File: src/rtl/fetch_stage.sv
// Instruction-fetch stage: owns the PC, addresses InstructionMem and fills the
// IF/ID register, under an IDLE/RUN/HALT control FSM.
module fetch_stage #(
  parameter int unsigned ADDR_W   = 4,
  parameter int unsigned DATA_W   = 32,
  parameter int unsigned RESET_PC = 0
) (
  input  logic              clk,
  input  logic              reset,
  input  logic              inStart,
  input  logic              inHalt,
  input  logic              inStall,
  input  logic              inBranchTaken,
  input  logic [ADDR_W-1:0] inBranchTarget,
  input  logic              inFlush,
  input  logic [DATA_W-1:0] inInstruction,
  output logic [ADDR_W-1:0] outPC,
  output logic [DATA_W-1:0] outIfIdInstr,
  output logic [ADDR_W-1:0] outIfIdPCPlus1,
  output logic              outIfIdValid,
  output logic [1:0]        outState
);

  localparam logic [ADDR_W-1:0] PC_RST = ADDR_W'(RESET_PC);

  typedef enum logic [1:0] {
    ST_IDLE = 2'd0,
    ST_RUN  = 2'd1,
    ST_HALT = 2'd2
  } state_e;

  state_e            state_q, state_d;
  logic [ADDR_W-1:0] pc_q, pc_d;
  logic [DATA_W-1:0] instr_q, instr_d;
  logic [ADDR_W-1:0] pcp1_q, pcp1_d;
  logic              valid_q, valid_d;
  logic [ADDR_W-1:0] pc_plus1;

  // Natural-width add wraps modulo 2^ADDR_W.
  assign pc_plus1 = pc_q + ADDR_W'(1);

  // Next-state: halt beats branch, branch beats stall, stall beats flush.
  always_comb begin
    state_d = state_q;
    pc_d    = pc_q;
    instr_d = instr_q;
    pcp1_d  = pcp1_q;
    valid_d = valid_q;
    unique case (state_q)
      ST_IDLE: begin
        pc_d    = PC_RST;
        valid_d = 1'b0;
        if (inStart) state_d = ST_RUN;
      end
      ST_RUN: begin
        if (inHalt) begin
          state_d = ST_HALT;
          instr_d = '0;
          pcp1_d  = '0;
          valid_d = 1'b0;
        end else if (inBranchTaken) begin
          pc_d    = inBranchTarget;
          instr_d = '0;
          pcp1_d  = '0;
          valid_d = 1'b0;
        end else if (inStall) begin
          if (inFlush) begin
            instr_d = '0;
            pcp1_d  = '0;
            valid_d = 1'b0;
          end
        end else if (inFlush) begin
          pc_d    = pc_plus1;
          instr_d = '0;
          pcp1_d  = '0;
          valid_d = 1'b0;
        end else begin
          pc_d    = pc_plus1;
          instr_d = inInstruction;
          pcp1_d  = pc_plus1;
          valid_d = 1'b1;
        end
      end
      ST_HALT: begin
      end
      default: begin
        state_d = ST_IDLE;
        pc_d    = PC_RST;
        instr_d = '0;
        pcp1_d  = '0;
        valid_d = 1'b0;
      end
    endcase
  end

  always_ff @(posedge clk or posedge reset) begin
    if (reset) begin
      state_q <= ST_IDLE;
      pc_q    <= PC_RST;
      instr_q <= '0;
      pcp1_q  <= '0;
      valid_q <= 1'b0;
    end else begin
      state_q <= state_d;
      pc_q    <= pc_d;
      instr_q <= instr_d;
      pcp1_q  <= pcp1_d;
      valid_q <= valid_d;
    end
  end

  assign outPC          = pc_q;
  assign outIfIdInstr   = instr_q;
  assign outIfIdPCPlus1 = pcp1_q;
  assign outIfIdValid   = valid_q;
  assign outState       = state_q;

endmodule
File: config.mk
export PLATFORM = sky130hd
export DESIGN_NAME = fetch_stage
export DESIGN_NICKNAME = d
export VERILOG_FILES = /design/src/rtl/fetch_stage.sv
export SDC_FILE = /design/constraint.sdc
export NUM_CORES = 1
export LEC_CHECK = 0
export CAP_MARGIN = 20
export CORE_AREA = 5 5 70 72
export CTS_BUF_LIST = sky130_fd_sc_hd__clkbuf_2
export DETAILED_ROUTE_END_ITERATION = 6
export DIE_AREA = 0 0 75 77
export GPL_ROUTABILITY_DRIVEN = 0
export GPL_TIMING_DRIVEN = 0
export HOLD_SLACK_MARGIN = 0.03
export PLACE_DENSITY = 0.89
export REMOVE_ABC_BUFFERS = 1
export SYNTH_ARGS = -nofsm -noshare
export SYNTH_HDL_FRONTEND = slang
export SYNTH_SLANG_ARGS = --single-unit
File: constraint.sdc
create_clock -name clk -period 3.9 [get_ports clk]
set_input_delay 0.78 -clock clk [delete_from_list [all_inputs] [get_ports clk]]
set_output_delay 0.78 -clock clk [all_outputs]
set_load 0.02 [all_outputs]
==> metrics.txt <==
RSZ-0062 raised after global routing false; Die Ht slightly below 80 um; Synth Register Bits 43; Max Slew Vio Count 0; CTS tree done; drt total wl between 4000 and 5000 um; post-route ant nets 0; H-Tree Depth 2; Seq/Total Area, Yosys 0.595; synth top area cells dfrtp_1 60%, a22o_2 15%, a22o_1 3.4%, buf_12 3.3%, o2bb2ai_1 1.5%; met3 usage 0.0641; post-CTS sizing 0; gr usage total 0.169; layout cell share with drive strength beyond 1 0.187; initial antenna violation count 0; Post-CTS Hold Fix Bufs 0; ranking of synthesized cells by instance count 43 x dfrtp_1, 27 x a22o_2, 7 x a22o_1; number of global-route vias before repair 1542; final worst path period share 0.645; slowest stage cell, crit path and3_1; number of port buffers 85; Top FF cell, synth dfrtp_1; worst vdd ir 0.321 mV; Final setup violation count 0; Longest Clk Path Bufs 2; WP buf/inv 2; Syn Area/Cell 14.0 um^2; run status finished clean; initial drt markers 70; GRT Max-Usage Layer met2; Max-slew headroom 0.406; I/O pin count 86; CTS clk-pin slew, worst paths about 190 ps; Post-CTS Setup Inserts 0; pre-CTS WS roughly 1000 ps; clock root cell clkbuf_2; Cell variety after synth 30; Crit Path Max Fanout 18; synth warn 0; largest net degree at the start of global routing 44; die footprint between 5000 and 6000 um^2; core area about 4200 um^2; Pleak 0.00121 uW; critical-path cell list clkdlybuf4s50_1 > nor4_4 > and3_1 > buf_8 > a22o_2; post-synthesis cell count about 130; actual slew at the worst max-slew pin 890 ps; setup_tns 0 ps; Worst setup SP type primary input; Tmin final 2520 ps; Top delay family on crit path simple AND/OR/NAND/NOR gates; Final #Nets ~260; met2 Usage GRT 0.282; met1 Use GR 0.203; antenna cells 0; Rows 24; Chip Width between 70 and 80 um; EDFF count, synth 0; gr ovfl total 0; Setup CP Type in2reg; Max stage delay on crit path 680 ps; final core area utilization 0.636; Area growth syn-to-layout 48.9%; worst endpoint required time between 4000 and 5000 ps; placed wire-length estimate about 3200 um; most frequent cell after synthesis dfrtp_1; endpoints failing hold 0; Initial Util 0.427; cts bufs inserted 5; Yosys top cell area share 0.595; first-pass GRT wire length 7550 um; Pre-antenna DRT Iters 3; max_cap viols 0; Clock Latency Late Sink a little under 400 ps; crit path DAT roughly 2900 ps; vias per std cell 5.18; area leader, netlist dfrtp_1; area of the mapped netlist between 1500 and 2000 um^2; Fmax ~400 MHz; Setup crit end kind flop; Routed WL per cell 17.0 um; worst min path class reg2reg; DR vias around 1400; P per Cell Area ~440 nW/um^2; DRC errors left 0; CTS Sinks 43; Post-synth ARST share 1.00; final setup margin between 1000 and 1500 ps; Final Skew 17.2 ps
[cells by family after synthesis]
logic type | after synthesis | share of synthesized area
buffers and inverters | 13 | 0.0692
flip-flops | 43 | 0.595
multiplexers | 4 | 0.0235
XOR/XNOR | 2 | 0.00969
AND/OR/NAND/NOR | 20 | 0.0637
adder cells (fa/ha/maj) | 1 | 0.00692
AO/OA/AOI/OAI | 46 | 0.232
[worst paths after layout]
kind | slack [ps] | cells after the start | to | start
min in group asynchronous | 870 | 2 | outIfIdInstr[13]$_DFFE_PP0P_ | reset
min | 520 | 1 | outIfIdPCPlus1[0]$_DFFE_PP0P_ | outIfIdPCPlus1[0]$_DFFE_PP0P_
max in group asynchronous | 2460 | 2 | outIfIdInstr[28]$_DFFE_PP0P_ | reset
min reg2reg | 520 | 1 | outIfIdPCPlus1[0]$_DFFE_PP0P_ | outIfIdPCPlus1[0]$_DFFE_PP0P_
max reg2reg | 1890 | 4 | outIfIdInstr[28]$_DFFE_PP0P_ | outState[1]$_DFFE_PP0P_
max | 1380 | 5 | outIfIdInstr[28]$_DFFE_PP0P_ | inBranchTaken
[routing by layer]
layer  up-vias  part of all wire
met2        47              0.50
met3         6             0.082
met5         -                 0
met1       676              0.41
li1        649                 -
met4         0            0.0099
[stage by stage]
stage | cells | hold slack (ps) | power, uW | area, um^2
3_5_place_dp | 258 | 478 | 938 | 2630
6_report | 266 | 517 | 1180 | 2690
5_1_grt | 266 | 552 | 1240 | 2690
4_1_cts | 266 | 518 | 1190 | 2690
2_1_floorplan | 120 | 597 | 742 | 1700
3_3_place_gp | 257 | 480 | 930 | 2610
[power breakdown]
group / switching, uW / leakage [uW] / total, uW / internal, uW
clock network: 141 / 0.0000404 / 247 / 106
registers: 54.1 / 0.000594 / 548 / 493
logic: 197 / 0.000576 / 381 / 184
[worst register-to-register path, cell delays in order, from the launching register on]
cell and delay, ps:
dfrtp_1 510, nor4_4 370, and3_1 680, buf_8 250, a22o_2 160
[state kept, by name (all words and copies together) (netlist names)]
register        flops
outIfIdPCPlus1      4
outIfIdValid        1
outIfIdInstr       32
outState            2
outPC               4
[layout by cell type, fill, tap and decap left out, drive strengths merged, types with 2 or more instances in the layout]
cell type,instances
a21oi,3
clkinv,2
nand2b,3
o2bb2ai,3
clkdlybuf4s50,85
a22o,34
nand3,3
nor2,6
dfrtp,43
mux2i,2
mux2,2
inv,4
nand2,4
clkbuf,5
[final cells by class]
cell class | count | area, um^2
multi-input cells | 73 | 607
inverters | 4 | 15.0
flip-flops and latches | 43 | 1080
repair buffers | 86 | 866
clock inverters | 3 | 38.8
clock buffers | 5 | 25.0
well taps | 52 | 65.1
fillers | 325 | 1540
Power figures use the tool's default switching activity.
